## src/rtl/buffer_unpacker.sv

```systemverilog
// Captures a DEPTH x WIDTH packed buffer and replays it as WIDTH-bit words,
// lowest slice first, under a valid/ready handshake.
module buffer_unpacker #(
  parameter int WIDTH = 16,
  parameter int DEPTH = 8
) (
  input  logic                   clock,
  input  logic                   reset_n,
  input  logic                   load,
  input  logic [WIDTH*DEPTH-1:0] buffer,
  output logic                   busy,
  output logic                   data_valid,
  output logic [WIDTH-1:0]       data,
  output logic                   data_last,
  input  logic                   data_ready,
  output logic                   overrun
);

  localparam int IW = (DEPTH > 1) ? $clog2(DEPTH) : 1;
  localparam logic [IW-1:0] LAST_IDX = IW'(DEPTH - 1);

  typedef enum logic {IDLE, SEND} state_t;

  state_t                 state, state_n;
  logic [IW-1:0]          idx, idx_n;
  logic [WIDTH*DEPTH-1:0] shadow, shadow_n;
  logic [WIDTH-1:0]       data_q, data_n;
  logic                   last_q, last_n;
  logic                   ovr_q, ovr_n;
  logic                   accept;

  always_ff @(posedge clock or negedge reset_n) begin
    if (!reset_n) begin
      state  <= IDLE;
      idx    <= '0;
      shadow <= '0;
      data_q <= '0;
      last_q <= 1'b0;
      ovr_q  <= 1'b0;
    end else begin
      state  <= state_n;
      idx    <= idx_n;
      shadow <= shadow_n;
      data_q <= data_n;
      last_q <= last_n;
      ovr_q  <= ovr_n;
    end
  end

  // The next word is selected from the next index so data leaves straight from a register.
  always_comb begin
    state_n  = state;
    idx_n    = idx;
    shadow_n = shadow;
    data_n   = data_q;
    last_n   = last_q;
    ovr_n    = ovr_q;
    accept   = (state == SEND) && data_ready;

    case (state)
      IDLE: begin
        if (load) begin
          state_n  = SEND;
          shadow_n = buffer;
          idx_n    = '0;
          data_n   = buffer[WIDTH-1:0];
          last_n   = 1'b0;
        end
      end
      SEND: begin
        if (accept && (idx == LAST_IDX)) begin
          idx_n  = '0;
          last_n = 1'b0;
          if (load) begin
            shadow_n = buffer;
            data_n   = buffer[WIDTH-1:0];
          end else begin
            state_n = IDLE;
            data_n  = '0;
          end
        end else begin
          if (accept) begin
            idx_n  = idx + IW'(1);
            data_n = shadow[idx_n*WIDTH +: WIDTH];
            last_n = (idx_n == LAST_IDX);
          end
          if (load) ovr_n = 1'b1;
        end
      end
      default: state_n = IDLE;
    endcase
  end

  assign busy       = (state == SEND);
  assign data_valid = (state == SEND);
  assign data       = data_q;
  assign data_last  = last_q;
  assign overrun    = ovr_q;

endmodule

```

## config.mk

```make
export PLATFORM = sky130hd
export DESIGN_NAME = buffer_unpacker
export DESIGN_NICKNAME = d
export VERILOG_FILES = /design/src/rtl/buffer_unpacker.sv
export SDC_FILE = /design/constraint.sdc
export NUM_CORES = 1
export LEC_CHECK = 0
export BUFFER_PORTS_ARGS = -buffer_cell sky130_fd_sc_hd__buf_2
export CAP_MARGIN = 25
export CORE_MARGIN = 2
export CORE_UTILIZATION = 55
export CTS_BUF_LIST = sky130_fd_sc_hd__clkbuf_8
export CTS_CLUSTER_DIAMETER = 100
export CTS_CLUSTER_SIZE = 24
export DETAILED_ROUTE_END_ITERATION = 16
export PLACE_DENSITY = 0.8
export SYNTH_ARGS = -nofsm -noshare
export SYNTH_HDL_FRONTEND = slang
export SYNTH_SLANG_ARGS = --single-unit
```

## constraint.sdc

```tcl
create_clock -name clock -period 5.6 [get_ports clock]
set_input_delay 0.28 -clock clock [delete_from_list [all_inputs] [get_ports clock]]
set_output_delay 0.28 -clock clock [all_outputs]
set_load 0.03 [all_outputs]
```

==> After elaboration in Yosys (flattened, before gate mapping) <==
Index checks and enable logic that the tools add are counted.
{ "totals": {"regBits": 150, "latchBits": 0, "ram_bits": 0, "romBits": 0, "inputBits": 132, "output_inout_bits": 20, "wordCells": 38, "n_memories": 0} }
{ "op_classes": {"add_sub_neg": 1, "multipliers": 0, "n_div": 0, "n_lt_le_gt_ge": 0, "eq_ne": 5, "shift": 1, "muxes": 19, "bitwise_logic": 2, "n_reduce_logical": 4} }
{ "ops": {"columns": ["op", "n"], "rows": [
  ["$mux 128", 2],
  ["$pmux 128 s2", 1],
  ["$shiftx 128x8->16", 1],
  ["$mux 16", 4],
  ["$pmux 16 s2", 1],
  ["$mux 3", 3],
  ["$eq 3x3->1 const B", 2],
  ["$pmux 3 s2", 1],
  ["$mux 1", 5],
  ["$pmux 1 s2", 2],
  ["$add 3x1->3 const B", 1],
  ["$ne 3x1->1 const B", 1],
  ["$reduce_and 3->1", 1],
  ["$logic_and 1x1->1", 2],
  ["$ne 2x1->1 const B", 1],
  ["$ne 2x2->1 const B", 1],
  ["$not 1->1", 2],
  ["$reduce_and 2->1", 1]
]} }

==> Logic depth before layout (Yosys ltp) <==
Gate-level depths: netlist of run 1.
{ "logic_depth": {"ltp_word": 5, "ltp_mapped": 10, "depth_no_buf": 5} }

==> Least setup slack after synthesis of run 1 <==
No wires, ideal clock.
{ "synth_timing": {"path_type": "register to register", "from": "register idx[0]", "to": "register data_q[3], in the netlist data[3]", "setup_time_ns": 0.087, "arrival_time_ns": 2.007, "t_required_ns": 5.513, "setup_slack_ns": 3.506, "path_stages_with_launch": 11, "n_path_buf": 5, "synth_period_minus_slack_ns": 2.094, "path_cell_list": "dfrtp_1 > buf_2 > buf_2 > inv_1 > ha_1 > buf_2 > nor2b_1 > buf_2 > clkbuf_1 > a221oi_1 > o211ai_1"} }
{ "synth_between": {"elab_chain_len": 5, "word_cells_on_any_way": 9, "cone_classes": "add/sub (1); eq/ne (2); shift (1); mux (3); reduce/logical (2)"} }
{ "synth_rtl": {"columns": ["item", "line", "text"], "rows": [
  ["start: declaration", "25", "logic [IW-1:0] idx, idx_n;"],
  ["start signal: assignment", "42", "idx <= idx_n;"],
  ["$add 3x1->3", "83", "idx_n = idx + IW'(1);"],
  ["$shiftx 128x8->16", "84", "data_n = shadow[idx_n*WIDTH +: WIDTH];"],
  ["$mux 16", "82", "if (accept) begin"],
  ["$mux 16", "71", "if (accept && (idx == LAST_IDX)) begin"],
  ["$pmux 16 s2", "60", "case (state)"],
  ["end signal: assignment", "44", "data_q <= data_n;"],
  ["end: declaration", "27", "logic [WIDTH-1:0] data_q, data_n;"]
]} }
Several ways; a longest one is shown, not always the timed one. The select of a mux whose other input is x is not followed.
A chain may end at the register's enable or synchronous reset.

==> Final worst setup path of run 1 <==
{ "layout_timing": {"from": "register idx[0]", "to": "register data_q[5], in the netlist data[5]"} }
The elaborated chain is that of the path after synthesis.

==> metrics.txt, run 1 <==
area grow syn2layout=15.8%; ranking of synthesized cells by area=dfrtp_1 (50%), mux2_4 (24%), mux2_1 (6.0%); clock skew=0.0153 ns; Syn Std Cell Area=7470 µm²; placed cell count=776; largest net degree at the start of global routing=99; Overflow after GRT=0; Async SR Flop Fraction=100%; # diodes=0; Fmax=302 MHz; layout cells sized above 1=51.3%; clock share of power=20.4%; Root Driver=clkbuf_8; slowest cell on the critical path=nor2_1; post-synthesis average cell area=15.3 µm²; area leader, netlist=dfrtp_1; number of I/O port buffers=151; Net Sw Power=0.00136 W; Critical Path, Cell by Cell=buf_4, inv_1, ha_1, nor2_1, a221oi_1, o211ai_1; switching share of power=32.5%; TritonRoute pass-1 iters=5; register bit count reported by yosys=150; vias in the first global route=4845; # rows=42; Flop pwr share=41.3%; count leader, synth=dfrtp_1; static leakage=4.48 nW; clock tree buffer depth=2; post-synth cell types=26; full die area=14500 µm²; RD Place Congestion=0.833; Yosys top cell area share=50.2%; die height=121 µm; initial antenna violation count=0; post-route non-filler standard cell count=811; wire length per cell=21.0 µm; DRC viols=0; maximum VDD drop=0.254 mV; fin nets=758; ys flop type=dfrtp_1; Gate power share=38.4%; Vias=4637; clk slew on worst S/H paths=0.09 ns; die width=121 µm; DR vias/cell=5.72; total track usage=24.4%; post-cts repair resize count=0; status=finished clean; Routed Antenna Nets=0; sequential area share after synthesis=50.2%; post-CTS setup buffers=0; final setup vio count=0; clk_lat worst skew=0.45 ns; post-layout minimum cycle time=3.32 ns; Tcrit/Tclk final=59.2%; syn nets=622; Routed WL=17100 µm; Required @ worst endpoint=5.97 ns; CP Capture Type=flop; Rel. slew slack=29.4%; power after layout=0.00418 W; CTS tree=yes; Cell Int Power=0.00282 W; Post-synth EDFFs=0; power density cells=483 nW/µm²; Post-synth top cells=dfrtp_1 (150), mux2_4 (120), mux2_1 (40); Slew @ Worst Pin=1.05 ns; Sink Count=150; Worst EP arrival=3.69 ns; DRT iter0 DRCs=350; Fillers=1024; max-slew violations=0; Core Region=13200 µm²; WS Path Type=flop to flop; H-Tree Depth=4; unrepaired setup endpoints after global routing=no; Cells after Synth=487; total CTS buffers=17; Worst setup SP type=flop; synth warn=0; hold crit path type=input pin to flop; global-route wire length before repair=26600 µm; Final HPWL DP=11800 µm; crit path max fanout=51; Hold Fails Final Rpt=0; Fin Hold WS=0.0436 ns; setup TNS=0 ns; max cap viols=0; Initial Util=56.4%; I/O Pins=152; CP max stage delay=0.92 ns
layout make-up:
type	instances	area, µm²	area share, %
clock buffer	19	262	3.02
clock inverter	12	139	1.61
inverter	1	3.75	0.0434
multi-input combinational	294	3420	39.5
sequential	150	3750	43.4
tap	176	220	2.55
timing repair buffer	159	856	9.89
timing repair:
action | CTS | global route
hold endpoints to repair | 76 | 0
hold buffers | 1 | 0
setup endpoints to repair | 0 | 0
placed cells by master (no fill, tap or decap), drive strengths merged, types with 2 or more instances in the layout:
master    instances
nand2b            2
o2111ai          16
clkinvlp          3
a221oi           16
and2             16
nor2b             2
o21ai            18
bufinv            3
clkbuf           19
mux4             16
nand2            22
clkinv            3
dfrtp           150
mux2            160
o211ai           16
inv               4
ha                3
buf             158
flip-flops by register name (all words and copies together) (netlist names):
register and count:
overrun 1, data 16, busy 1, shadow 128
idx 3, data_last 1
final timing paths:
kind	from	end	slack, ns	cells after the start
hold reg to reg	shadow[0]$_DFFE_PN0P_	shadow[0]$_DFFE_PN0P_	0.50	1
hold / removal	buffer[121]	shadow[121]$_DFFE_PN0P_	0.04	2
setup / recovery	idx[0]$_DFFE_PN0P_	data[5]$_DFFE_PN0P_	2.28	6
max in group asynchronous	reset_n	shadow[58]$_DFFE_PN0P_	3.76	3
min in group asynchronous	reset_n	shadow[120]$_DFFE_PN0P_	0.41	2
setup reg to reg	idx[0]$_DFFE_PN0P_	data[5]$_DFFE_PN0P_	2.28	6
logic make-up after synthesis:
kind of cell,after synthesis,synth area share (%)
adders and majority gates,3,0.502
buffers and inverters,43,4.22
DFF,150,50.2
AOI/OAI and AO/OA,68,6.80
muxes,177,35.1
and+or+nand+nor,46,3.13
per-stage QoR:
step	util, %	area [µm²]	worst slack [ns]
finish	65.3	8650	2.28
global route	65.3	8650	2.07
CTS	65.1	8620	2.24
detailed placement	62.0	8210	2.24
global placement	61.9	8190	2.28
floorplan	-	7470	3.51
critical path, delay by kind of cell, from the launching register on:
family / cells / cell delay [ns]
AO/OA/AOI/OAI: 2 / 0.61
adder cells (fa/ha/maj): 1 / 0.61
buffers and inverters: 2 / 0.71
flip-flops: 1 / 0.37
AND/OR/NAND/NOR: 1 / 0.92
power by group through the flow:
stage / logic (W) / clock network [W] / registers [W]
floorplan: 0.00116 / 0 / 0.00173
global placement: 0.00155 / 0 / 0.00170
detailed placement: 0.00160 / 0 / 0.00173
CTS: 0.00161 / 0.000867 / 0.00172
global route: 0.00171 / 0.000911 / 0.00177
finish: 0.00160 / 0.000851 / 0.00172
per-layer routing:
metal / global-route usage [%] / up-vias / part of all wire [%]
met3: 6.56 / 22 / 6.2
met2: 37.6 / 162 / 47
met5: 0 / - / 0
met1: 33.7 / 2377 / 45
met4: 8.72 / 0 / 2.1
li1: - / 2076 / -
Note: power is estimated with default switching activity, not from simulation.
==> run 2, diff against run 1 <==
==> constraint.sdc (replaced) <==
create_clock -name clock -period 3.5 [get_ports clock]
set_input_delay 0.175 -clock clock [delete_from_list [all_inputs] [get_ports clock]]
set_output_delay 0.175 -clock clock [all_outputs]
set_load 0.03 [all_outputs]
==> run 2 against run 1 <==
Critical path depth unchanged; clock power up 41%; sequential power up 62%; utilization up 9.9 points; largest power group unchanged.
==> metrics.txt, run 2 (same netlist as run 1, synthesis figures left out) <==
worst hold stages=3; Overflow after GRT=0; largest net degree at the start of global routing=117; Tcrit/Tclk final=92.4%; area grow syn2layout=33.3%; metal2 WL=9760 µm; post-route non-filler standard cell count=947; largest register by flop count=shadow; die width=121 µm; Fmax=309 MHz; Hold Startpoint=data_ready; wire length per cell=20.7 µm; switching share of power=32.9%; full die area=14500 µm²; Required @ worst endpoint=3.84 ns; Cell Int Power=0.00450 W; post-layout minimum cycle time=3.23 ns; Slew @ Worst Pin=1.03 ns; worst setup margin=0.266 ns; Net Sw Power=0.00221 W; CTS tree=yes; Hold Fails Final Rpt=0; met1 wire length=7910 µm; hold crit path type=input pin to flop; Rel. slew slack=29.7%; Vias=5246; I/O Pins=152; CP Capture Type=flop; DR vias/cell=5.54; global-route wire length before repair=31000 µm; Reg area=3750 µm²; total track usage=28.3%; Flop pwr share=41.5%; Initial Util=56.4%; RR Startpoint=idx[0]$_DFFE_PN0P_; Place WS=0.322 ns; Root Driver=clkbuf_8; maximum VDD drop=0.467 mV; area occupied by multi-input gates=3420 µm²; initial antenna violation count=0; max reg flops=128; clock tree buffer depth=2; top layer in use=met4; status=finished clean; clock share of power=17.9%; Fin Hold WS=0.0258 ns; total CTS buffers=17; # rows=42; slowest cell on the critical path=nor2_1; DRC viols=0; most frequent cells in the layout=buf_2 (150), dfrtp_1 (149), dlygate4sd3_1 (129); WS Path Type=flop to flop; TritonRoute pass-1 iters=5; r2r endpoint=data[6]$_DFFE_PN0P_; CP max stage delay=0.90 ns; Final HPWL DP=12200 µm; worst hold endpoint=data_last$_DFFE_PN0P_; vias in the first global route=5657; Critical Path, Cell by Cell=buf_4, inv_1, ha_1, nor2_1, a221oi_1, o211ai_1; Worst EP arrival=3.57 ns; CP top delay family=simple AND/OR/NAND/NOR gates; max-slew violations=0; crit path max fanout=51; number of I/O port buffers=151; commonest non-fill, non-tap cell in the layout=buf_2; static leakage=5.06 nW; Sink Count=150; clk_lat worst skew=0.45 ns; Gate power share=40.6%; R2R Setup Slk=0.27 ns; Fillers=813; clock skew=0.0125 ns; # diodes=0; Reg2Reg Depth=6; die height=121 µm; placed cell count=783; Worst setup SP type=flop; CP bufs+invs=2; H-Tree Depth=4; Routed Antenna Nets=0; setup TNS=0 ns; Core Region=13200 µm²; final setup vio count=0; clk slew on worst S/H paths=0.07 ns; post-cts repair resize count=0; max cap viols=0; RD Place Congestion=0.840; layout cells sized above 1=42.9%; fin nets=893; Routed WL=19600 µm; wire length on met3=1480 µm; DRT iter0 DRCs=435; power density cells=673 nW/µm²; unrepaired setup endpoints after global routing=no
[run 2: cell types whose count changed in the layout (fill, tap and decap cells not counted), sizes merged]
cell | before | now
clkinv | 3 | 2
dlygate4sd3 | 1 | 129
bufinv | 3 | 0
inv | 4 | 7
buf | 158 | 165
clkbuf | 19 | 24
clkinvlp | 3 | 0
[run 2: cell type report]
type                    instances  area share (%)
well taps                     176            2.21
repair buffers                294            22.1
flip-flops and latches        150            37.7
multi-input cells             294            34.3
clock inverters                 8           0.327
inverters                       1          0.0377
clock buffers                  24            3.32
[run 2: stage by stage]
step / cell area [µm²] / total power [W] / utilization [%]
3_5_place_dp: 8250 / 0.00534 / 62.3
4_1_cts: 9910 / 0.00666 / 74.8
2_1_floorplan: 7470 / 0.00463 / -
6_report: 9960 / 0.00670 / 75.2
5_1_grt: 9960 / 0.00704 / 75.2
3_3_place_gp: 8250 / 0.00522 / 62.3
[run 2: worst max-delay path by stage]
stage,from,end,slack (ns),depth (start not counted)
2_1_floorplan,idx[0]$_DFFE_PN0P_,data[3]$_DFFE_PN0P_,1.41,10
3_3_place_gp,idx[0]$_DFFE_PN0P_,data[3]$_DFFE_PN0P_,0.51,6
3_5_place_dp,idx[0]$_DFFE_PN0P_,data[0]$_DFFE_PN0P_,0.32,6
4_1_cts,idx[0]$_DFFE_PN0P_,data[0]$_DFFE_PN0P_,0.29,6
5_1_grt,idx[0]$_DFFE_PN0P_,data[6]$_DFFE_PN0P_,0.1,6
6_report,idx[0]$_DFFE_PN0P_,data[6]$_DFFE_PN0P_,0.27,6
[run 2: repair_timing]
item / CTS / global route
setup buffers: 0 / 0
hold endpoints to repair: 242 / 0
hold buffers: 129 / 0
[run 2: worst reg2reg max path, stage by stage, from the launching register on]
cell      delay [ns]
dfrtp_2         0.36
buf_4           0.62
inv_1           0.11
ha_1            0.58
nor2_1          0.91
a221oi_1        0.27
o211ai_1        0.30
[run 2: per-layer routing]
metal	GRT usage, %	vias to the layer above
li1	-	2351
met1	36.9	2619
met2	46.2	246
met3	7.92	30
met4	8.58	0
met5	0	-
[run 2: power by group through the flow]
| stage | clock (W) | combinational (W) | sequential [W] |
|---|---|---|---|
| after global placement | 0 | 0.00248 | 0.00274 |
| final | 0.00120 | 0.00272 | 0.00278 |
| after global routing | 0.00132 | 0.00288 | 0.00284 |
| after detailed placement | 0 | 0.00255 | 0.00278 |
| after floorplan | 0 | 0.00186 | 0.00277 |
| after CTS | 0.00122 | 0.00268 | 0.00276 |
